$ cat config.mk
export PLATFORM = sky130hd
export DESIGN_NAME = dest_scoreboard
export DESIGN_NICKNAME = d
export VERILOG_FILES = /design/src/rtl/dest_scoreboard.sv
export SDC_FILE = /design/constraint.sdc
export NUM_CORES = 1
export LEC_CHECK = 0
export BUFFER_PORTS_ARGS = -buffer_cell sky130_fd_sc_hd__buf_2
export CORE_MARGIN = 2
export CORE_UTILIZATION = 45
export DETAILED_ROUTE_END_ITERATION = 10
export PLACE_DENSITY = 0.78
export SYNTH_ARGS = -nofsm -noshare
export SYNTH_HDL_FRONTEND = slang
export SYNTH_SLANG_ARGS = --single-unit
export TNS_END_PERCENT = 50
$ cat constraint.sdc
create_clock -name clk -period 2.55 [get_ports clk]
set_input_delay 0.1275 -clock clk [delete_from_list [all_inputs] [get_ports clk]]
set_output_delay 0.1275 -clock clk [all_outputs]
set_load 0.01 [all_outputs]
$ cat src/rtl/dest_scoreboard.sv
// Destination-register scoreboard for the 4-register pipelined CPU.
// Follows each writing instruction's destination through EX/MEM/WB. From that it drives
// the ID stage's forward selects, the load-use stall, and a per-register pending-write mask.
module dest_scoreboard #(
    parameter int unsigned NREG  = 4,
    parameter int unsigned DEPTH = 3
) (
    input  logic            clk,
    input  logic            reset_n,
    input  logic            issue_valid,
    input  logic            issue_regwrite,
    input  logic            issue_memread,
    input  logic [1:0]      issue_rd,
    input  logic            flush,
    input  logic [1:0]      rs,
    input  logic [1:0]      rt,
    input  logic            use_rs,
    input  logic            use_rt,
    output logic [1:0]      fwd_a,
    output logic [1:0]      fwd_b,
    output logic            stall,
    output logic [NREG-1:0] pending_mask,
    output logic            wb_valid,
    output logic [1:0]      wb_rd
);

    // A counter must hold every in-flight write to one register (0..DEPTH).
    localparam int unsigned CW = $clog2(DEPTH + 1);

    typedef logic [CW-1:0] cnt_t;

    logic       ex_v_q, mem_v_q, wb_v_q;
    logic [1:0] ex_rd_q, mem_rd_q, wb_rd_q;
    logic       ex_ld_q, mem_ld_q, wb_ld_q;
    cnt_t       cnt_q [NREG];
    cnt_t       cnt_d [NREG];
    logic       accept;

    // Youngest matching in-flight writer wins; an unused operand never forwards.
    function automatic logic [1:0] fwd_sel(
        input logic       use_op,
        input logic [1:0] idx,
        input logic       exv,
        input logic [1:0] exr,
        input logic       memv,
        input logic [1:0] memr,
        input logic       wbv,
        input logic [1:0] wbr
    );
        logic [1:0] sel;
        sel = 2'b00;
        if (use_op) begin
            if (exv && exr == idx) begin
                sel = 2'b11;
            end else if (memv && memr == idx) begin
                sel = 2'b10;
            end else if (wbv && wbr == idx) begin
                sel = 2'b01;
            end
        end
        return sel;
    endfunction

    // Load-use hazard: the load in EX cannot forward its data until it reaches MEM.
    always_comb begin
        stall = ex_v_q & ex_ld_q &
                ((use_rs & (ex_rd_q == rs)) | (use_rt & (ex_rd_q == rt)));
    end

    // A stalled or flushed ID instruction turns into a bubble in EX.
    always_comb begin
        accept = issue_valid & issue_regwrite & ~flush & ~stall;
    end

    // Operand forward selects seen by the ID stage.
    always_comb begin
        fwd_a = fwd_sel(use_rs, rs, ex_v_q, ex_rd_q, mem_v_q, mem_rd_q, wb_v_q, wb_rd_q);
        fwd_b = fwd_sel(use_rt, rt, ex_v_q, ex_rd_q, mem_v_q, mem_rd_q, wb_v_q, wb_rd_q);
    end

    // Pending counters: +1 on an accepted issue, -1 on a WB retire, no change if both hit.
    always_comb begin
        for (int r = 0; r < NREG; r++) begin
            cnt_d[r] = cnt_q[r];
            if (accept && issue_rd == 2'(r) && !(wb_v_q && wb_rd_q == 2'(r))) begin
                cnt_d[r] = cnt_q[r] + cnt_t'(1);
            end else if (wb_v_q && wb_rd_q == 2'(r) && !(accept && issue_rd == 2'(r))) begin
                // Saturates at zero; an unmatched retire should never happen.
                cnt_d[r] = (cnt_q[r] == '0) ? '0 : cnt_q[r] - cnt_t'(1);
            end
        end
    end

    // Pending mask and WB view come straight from registers.
    always_comb begin
        for (int r = 0; r < NREG; r++) begin
            pending_mask[r] = (cnt_q[r] != '0);
        end
        wb_valid = wb_v_q;
        wb_rd    = wb_rd_q;
    end

    // Slot shift register; the shift is unconditional, so tags advance with the pipeline.
    always_ff @(posedge clk or negedge reset_n) begin
        if (!reset_n) begin
            ex_v_q   <= 1'b0;
            ex_rd_q  <= 2'b00;
            ex_ld_q  <= 1'b0;
            mem_v_q  <= 1'b0;
            mem_rd_q <= 2'b00;
            mem_ld_q <= 1'b0;
            wb_v_q   <= 1'b0;
            wb_rd_q  <= 2'b00;
            wb_ld_q  <= 1'b0;
        end else begin
            ex_v_q   <= accept;
            ex_rd_q  <= accept ? issue_rd : 2'b00;
            ex_ld_q  <= accept & issue_memread;
            mem_v_q  <= ex_v_q;
            mem_rd_q <= ex_rd_q;
            mem_ld_q <= ex_ld_q;
            wb_v_q   <= mem_v_q;
            wb_rd_q  <= mem_rd_q;
            wb_ld_q  <= mem_ld_q;
        end
    end

    // Pending counter registers.
    always_ff @(posedge clk or negedge reset_n) begin
        if (!reset_n) begin
            for (int r = 0; r < NREG; r++) begin
                cnt_q[r] <= '0;
            end
        end else begin
            for (int r = 0; r < NREG; r++) begin
                cnt_q[r] <= cnt_d[r];
            end
        end
    end

    // The load flag leaves the WB slot unread; keep it only so the slot contents are
    // complete when traced.
    logic unused_wb_ld;
    always_comb begin
        unused_wb_ld = wb_ld_q;
    end

endmodule

# Word level (Yosys, flattened, before mapping)
# Cells that the tools add are included.
[op_classes] addsub=8 eq_ne=12 n_mux=21 bitwise=11 reduce_logical=44
[op_table] op="$mux 2" count=19
[op_table] op="$logic_and 1x1->1" count=22
[op_table] op="$reduce_bool 2->1" count=8
[op_table] op="$eq 2x2->1" count=6
[op_table] op="$logic_not 2->1" count=6
[op_table] op="$add 2x1->2 const B" count=4
[op_table] op="$and 1x1->1" count=8
[op_table] op="$eq 2x2->1 const B" count=4
[op_table] op="$logic_not 1->1" count=8
[op_table] op="$sub 2x1->2 const B" count=4
[op_table] op="$eq 2x1->1 const B" count=2
[op_table] op="$mux 1" count=2
[op_table] op="$not 1->1" count=2
[op_table] op="$or 1x1->1" count=1
[word_totals] reg_bits=18 input_bits=14 word_cells=107

# Depth between registers and ports, before layout
# Gate-level depths: netlist of the first run.
[depth] ltp_word=11 depth_mapped=8 depth_no_buf=7

# Least setup slack after synthesis of the first run
# Ideal clock, no wire load.
[synth_path] path_type="reg2reg" start="register ex_rd_q[1]" end="register cnt_q[4] in the netlist's numbering" setup_ns=0.126 t_arrival_ns=1.742 t_required_ns=2.424 setup_slack_ns=0.682 path_stages_with_launch=6 n_path_buf=0 synth_period_minus_slack_ns=1.868 cell_sequence="dfrtp_1 -> xor2_1 -> nor3_2 -> nor3_1 -> ha_1 -> a221o_1"
[synth_between] elab_chain_len=10 elab_cells_between_ends=14
[synth_rtl] element="start: declaration" line="33" text="logic [1:0] ex_rd_q, mem_rd_q, wb_rd_q;"
[synth_rtl] element="start signal: assignment" line="117" text="ex_rd_q <= accept ? issue_rd : 2'b00;"
[synth_rtl] element="$eq 2x2->1" line="67" text="((use_rs & (ex_rd_q == rs)) | (use_rt & (ex_rd_q == rt)));"
[synth_rtl] element="$and 1x1->1" line="67"
[synth_rtl] element="$or 1x1->1 (*)" line="67"
[synth_rtl] element="$and 1x1->1 (*)" line="66" text="stall = ex_v_q & ex_ld_q &"
[synth_rtl] element="$not 1->1 (*)" line="72" text="accept = issue_valid & issue_regwrite & ~flush & ~stall;"
[synth_rtl] element="$and 1x1->1 (*)" line="72"
[synth_rtl] element="$logic_and 1x1->1 (*)" line="85, 87"
[synth_rtl] element="$logic_not 1->1" line="87" text="end else if (wb_v_q && wb_rd_q == 2'(r) && !(accept && issue_rd == 2'(r))) begin"
[synth_rtl] element="$logic_and 1x1->1" line="87"
[synth_rtl] element="$reduce_bool 2->1 (no source line)"
[synth_rtl] element="end signal: indexed assignment" line="136" text="cnt_q[r] <= cnt_d[r];"
[synth_rtl] element="end: declaration" line="35" text="cnt_t cnt_q [NREG];"
# Every way passes the cells marked *; elsewhere a longest branch is shown, timed or not.
# A chain may end at the register's enable or synchronous reset.

# Worst setup path after layout of the first run
[layout_path] start="register ex_rd_q[0]" end="register cnt_q[4] in the netlist's numbering"
# The elaborated chain is that of the path after synthesis.

==> results.cfg, run 1 <==
[pwr]
p_per_area_nw_per_um2 = 397
p_leak_uw = 0.000708
vdd_drop_max_mv = 0.249
power_frac_clock = 0.335
switching_power_uw = 145
swShare = 0.262
p_int_uw = 408
p_comb_frac = 0.120
seqPwrFrac = 0.545
total_power_uw = 553

[clocking]
post_cts_buffers = 0
clk_latency_ns = 0.31
cts_tree = done
numCtsBuffers = 3
htree_levels = 1
cts_sinks = 18
clk_pin_slew_worst_paths_ns = 0.11
clock_path_buffers = 2
root_buffer = clkbuf_4

[logic_synthesis]
async_reset_ff_frac = 1.00
synthesis.nets = 156
netlist.area_leader.share = 0.379
synth.top_cells.by_area = dfrtp_1 (38%), ha_1 (17%), xor2_1 (5.9%)
synth_most_common_cell = dfrtp_1
synth_flop_cell = dfrtp_1
yosysTopAreaCell = dfrtp_1
yosysSeqAreaShare = 0.379
synthCells = 126
ys_ff_latch = 18
ys_warn_count = 0
netlist_area_um2 = 1190
synth.distinct_cells = 22
synth_area_per_cell_um2 = 9.43
synth_edf_count = 0
synth_commonest_cells = dfrtp_1 (18), ha_1 (16), nand2_1 (16)

[finish]
fin_nets = 186
area_delta_synth_final_pct = 17.3
layout-drive-gt1-share = 0.206
layout.cells.non_filler = 185
fill_cells = 209
diodes = 0
final_area_um2 = 1390

[global_routing]
grt_start_max_net_pins = 19
grt_pass1_wl_um = 3990
antenna_found_initial = 0
first_global_vias = 899
grt.total_usage = 0.167
grt_overflow_total = 0

[die]
dieWidth_um = 55.4
rows = 18
initial_core_util = 0.475
fp.coreArea_um2 = 2500
die_area_um2 = 3070
die_y_um = 55.4
io_pins = 26

[routing]
wl_um = 2320
wl_per_cell_um = 12.5
vias = 949
dr.pass1.iters = 5
via_per_inst = 5.13
drcViolationCount = 0
first_iter_violations = 34
postRouteAntennaNets = 0

[timing]
tightest_slew_ns = 0.486
relSlewSlack = 0.674
setup_viol = 0
fin_skew_ns = 0.00997
grt_setup_unrepaired = no
max_freq_mhz = 499
finalCriticalPeriod_ns = 2.01
drv_slew = 0
finalHoldViolations = 0
timing.final.crit_share = 0.787
fin_tns_setup_ns = 0

[placed_design]
portBuffers = 25
dpl.hpwl_um = 1800
gp_congestion = 0.893
placed_cells = 180
dpl_cell_area_um2 = 1350

[job]
drv_cap = 0

[worst_setup_path]
end_kind = register
cp_max_fo = 9
cp.required_ns = 2.76
crit_type = reg2reg
start_kind = register
arrival_ns = 2.22

[outcome]
outcome = finished, final reports clean

[min_path]
worstHoldPathType = in2reg
[worst paths after layout]
| kind | startpoint | endpoint | slack (ns) | cells after the start |
|---|---|---|---|---|
| worst max-delay path | ex_rd_q[0]$_DFF_PN0_ | cnt_q[4]$_DFFE_PN0P_ | 0.54 | 5 |
| worst min-delay path | issue_memread | ex_ld_q$_DFF_PN0_ | 0.03 | 3 |
| worst max register to register | ex_rd_q[0]$_DFF_PN0_ | cnt_q[4]$_DFFE_PN0P_ | 0.54 | 5 |
| worst min register to register | mem_v_q$_DFF_PN0_ | wb_valid$_DFF_PN0_ | 0.43 | 0 |
| max in group asynchronous | reset_n | cnt_q[2]$_DFFE_PN0P_ | 1.98 | 2 |
| min in group asynchronous | reset_n | cnt_q[5]$_DFFE_PN0P_ | 0.27 | 2 |
[per-layer routing]
metal	track usage	vias up	part of all wire
li1	-	480	-
met1	0.231	437	0.49
met2	0.253	27	0.44
met3	0.0304	5	0.050
met4	0.0732	0	0.020
met5	0	-	0
[through the flow]
stage          setup WS, ns  hold slack, ns  utilization
2_1_floorplan         0.682          -0.168            -
5_1_grt               0.379          0.0445        0.558
6_report              0.544          0.0286        0.558
3_3_place_gp          0.612          0.0830        0.539
3_5_place_dp          0.541          0.0947        0.539
4_1_cts               0.547          0.0248        0.558
[sequential cells by signal (all words and copies together) (netlist names)]
signal	flops
cnt_q	8
ex_ld_q	1
ex_rd_q	2
ex_v_q	1
mem_rd_q	2
mem_v_q	1
wb_rd	2
wb_valid	1
[cell usage in the layout (no fill, tap or decap), types with 3 or more instances in the layout]
master | synthesis | final
xnor2_1 | 4 | 4
xor2_1 | 8 | 8
nor3_1 | 9 | 9
nand3_1 | 6 | 6
ha_1 | 16 | 16
o21ai_0 | 10 | 10
mux2i_1 | 4 | 4
clkbuf_4 | 0 | 3
nand2_1 | 16 | 16
nand3b_1 | 4 | 4
inv_1 | 14 | 14
dfrtp_1 | 18 | 18
buf_2 | 0 | 25
[final cells by class]
type                       count  area, um2  area share
inverter                      14       52.6      0.0377
tap                           30       37.5      0.0269
sequential                    18        450       0.323
timing repair buffer          26        135      0.0969
clock buffer                   4       36.3      0.0260
multi-input combinational     93        682       0.489
[cell families after synthesis]
logic type	count (synthesis)	synth area share
compound gates	15	0.0737
xor+xnor	12	0.0884
fa+ha+maj	16	0.168
buf+inv	15	0.0474
flops	18	0.379
mux	4	0.0337
simple gates	46	0.209
[timing repair]
item / in CTS / in global routing
endpoints found under the hold margin: 18 / 0
resized for setup: 0 / 0
hold buffers: 1 / 0
[power by group through the flow]
stage | Combinational, uW | Clock, uW | Sequential [uW]
CTS | 67.2 | 191 | 302
finish | 66.2 | 185 | 302
detailed placement | 65.9 | 0 | 307
global route | 74.9 | 204 | 303
global placement | 62.2 | 0 | 307
floorplan | 33.4 | 0 | 305
[worst max-delay path, cell delays in order (launching register included)]
cell	delay [ns]
dfrtp_1	0.43
xor2_1	0.20
nor3_2	0.43
nor3_1	0.12
ha_1	0.37
a221o_1	0.35
Note: power is estimated with default switching activity, not from simulation.
==> run 2: changes to the inputs <==
==> constraint.sdc (replaced) <==
create_clock -name clk -period 1.92 [get_ports clk]
set_input_delay 0.096 -clock clk [delete_from_list [all_inputs] [get_ports clk]]
set_output_delay 0.096 -clock clk [all_outputs]
set_load 0.01 [all_outputs]
==> run 2 against run 1 <==
  * Clock power rose by 25%
  * Die area did not move
  * Hold slack improved by 0.00077 ns
  * Global-route usage rose by 0.57 points
  * Utilization rose by 2.5 points
  * Worst setup slack got worse by 0.43 ns
  * Non-clock buffer count rose by 4
  * Cell count rose by 2.2%
  * Largest power group unchanged
  * Sequential power rose by 32%
  * Combinational power rose by 41%
  * Register-to-register slack got worse by 0.43 ns
==> results.cfg, run 2 (synthesis gave the netlist of run 1 again) <==
[clocking]
clk_latency_ns = 0.29
post_cts_buffers = 0
clk_pin_slew_worst_paths_ns = 0.11
cts_sinks = 18
clock_path_buffers = 2
htree_levels = 1
root_buffer = clkbuf_4
numCtsBuffers = 3
cts_tree = done

[timing]
finalCriticalPeriod_ns = 1.80
fin_tns_setup_ns = 0
max_freq_mhz = 555
timing.final.crit_share = 0.939
finalHoldViolations = 0
fin_skew_ns = 0.00610
relSlewSlack = 0.722
setup_viol = 0
fin_hold_ws_ns = 0.0293
tightest_slew_ns = 0.417
drv_slew = 0

[worst_setup_path]
crit_type = reg2reg
cp.required_ns = 2.11
r2r_start = ex_rd_q[0]$_DFF_PN0_
start_kind = register
crit_slowest_cell = dfrtp_1
path_cells = xor2_2 -> nor3_2 -> nor3_1 -> ha_1 -> a221o_1
cpPeakStageDelay_ns = 0.46
path_buf_inv = 0
end_kind = register
path_delay_family = flip-flops
ff2ff_path_depth = 5
cp_max_fo = 5
r2r-end = cnt_q[4]$_DFFE_PN0P_
ff2ff_setup_slack_ns = 0.12
arrival_ns = 1.99

[routing]
first_iter_violations = 57
postRouteAntennaNets = 0
vias = 973
wl_per_cell_um = 13.1
dr.pass1.iters = 4
via_per_inst = 5.15
wl_um = 2470
drcViolationCount = 0

[finish]
multi_input_area_um2 = 712
top_register = cnt_q
diodes = 0
mostFrequentLayoutCells = buf_2 (25), dfrtp_1 (17), nand2_1 (16)
final_common_cell = buf_2
largest_register_ffs = 8
layout-drive-gt1-share = 0.264
fin_nets = 190
area_delta_synth_final_pct = 22.4
fill_cells = 222
seqCellArea_um2 = 452
final_area_um2 = 1460

[pwr]
total_power_uw = 726
p_int_uw = 545
vdd_drop_max_mv = 0.283
p_per_area_nw_per_um2 = 499
switching_power_uw = 181
p_comb_frac = 0.128
seqPwrFrac = 0.552
p_leak_uw = 0.000734
power_frac_clock = 0.320
swShare = 0.250

[placed_design]
dpl_cell_area_um2 = 1380
portBuffers = 25
gp_congestion = 0.913
dpl.hpwl_um = 2010

[die]
rows = 18
dieWidth_um = 55.4
initial_core_util = 0.475
fp.coreArea_um2 = 2500
io_pins = 26
die_y_um = 55.4
die_area_um2 = 3070

[global_routing]
antenna_found_initial = 0
grt_overflow_total = 0
first_global_vias = 954
grt.total_usage = 0.173
grt_pass1_wl_um = 4230
grt_start_max_net_pins = 19

[job]
drv_cap = 0

[min_path]
holdPathEnd = ex_ld_q$_DFF_PN0_
hp-start = issue_memread
worstHoldPathType = in2reg
whs_path_depth = 3

[outcome]
outcome = finished, final reports clean
[run 2: through the flow]
stage | setup slack, ns | util | cells
final | 0.118 | 0.582 | 189
after global routing | -0.0237 | 0.582 | 189
after CTS | 0.0843 | 0.570 | 189
after detailed placement | 0.116 | 0.551 | 184
after global placement | 0.199 | 0.551 | 184
after floorplan | 0.0520 | - | 126
[run 2: timing repair]
item,in CTS,in global routing
hold endpoints to repair,18,0
hold buffers,1,0
setup endpoints to repair,0,2
gates resized for setup,0,6
[run 2: worst register-to-register path, stage by stage (launching register included)]
cell	delay (ns)
dfrtp_1	0.46
xor2_2	0.21
nor3_2	0.23
nor3_1	0.09
ha_1	0.35
a221o_1	0.36
[run 2: worst max path at each step]
stage | startpoint | end | slack [ns] | cells past startpoint
2_1_floorplan | ex_rd_q[1]$_DFF_PN0_ | cnt_q[4]$_DFFE_PN0P_ | 0.05 | 5
3_3_place_gp | ex_rd_q[1]$_DFF_PN0_ | cnt_q[4]$_DFFE_PN0P_ | 0.20 | 5
3_5_place_dp | ex_rd_q[0]$_DFF_PN0_ | cnt_q[1]$_DFFE_PN0P_ | 0.12 | 7
4_1_cts | ex_rd_q[0]$_DFF_PN0_ | cnt_q[1]$_DFFE_PN0P_ | 0.08 | 7
5_1_grt | ex_rd_q[1]$_DFF_PN0_ | cnt_q[7]$_DFFE_PN0P_ | -0.02 | 7
6_report | ex_rd_q[0]$_DFF_PN0_ | cnt_q[4]$_DFFE_PN0P_ | 0.12 | 5
[run 2: power groups by stage]
stage	registers, uW	clock network, uW	logic (uW)
after floorplan	405	0	44.4
after global placement	406	0	85.0
after detailed placement	407	0	89.8
after CTS	400	240	91.5
after global routing	402	264	105
final	400	232	93.2
[run 2: area by class of cell]
cell class / instances / area share
Tap cell: 30 / 0.0258
Multi-Input combinational cell: 93 / 0.489
Clock buffer: 4 / 0.0249
Timing Repair Buffer: 30 / 0.113
Sequential cell: 18 / 0.310
Inverter: 14 / 0.0361
[run 2: routing by layer]
metal	global-route usage	routed length (um)	vias to the layer above
met5	0	0	-
met2	0.287	1200	30
met4	0.0557	9	0
met3	0.0375	132	2
li1	-	-	486
met1	0.222	1120	455
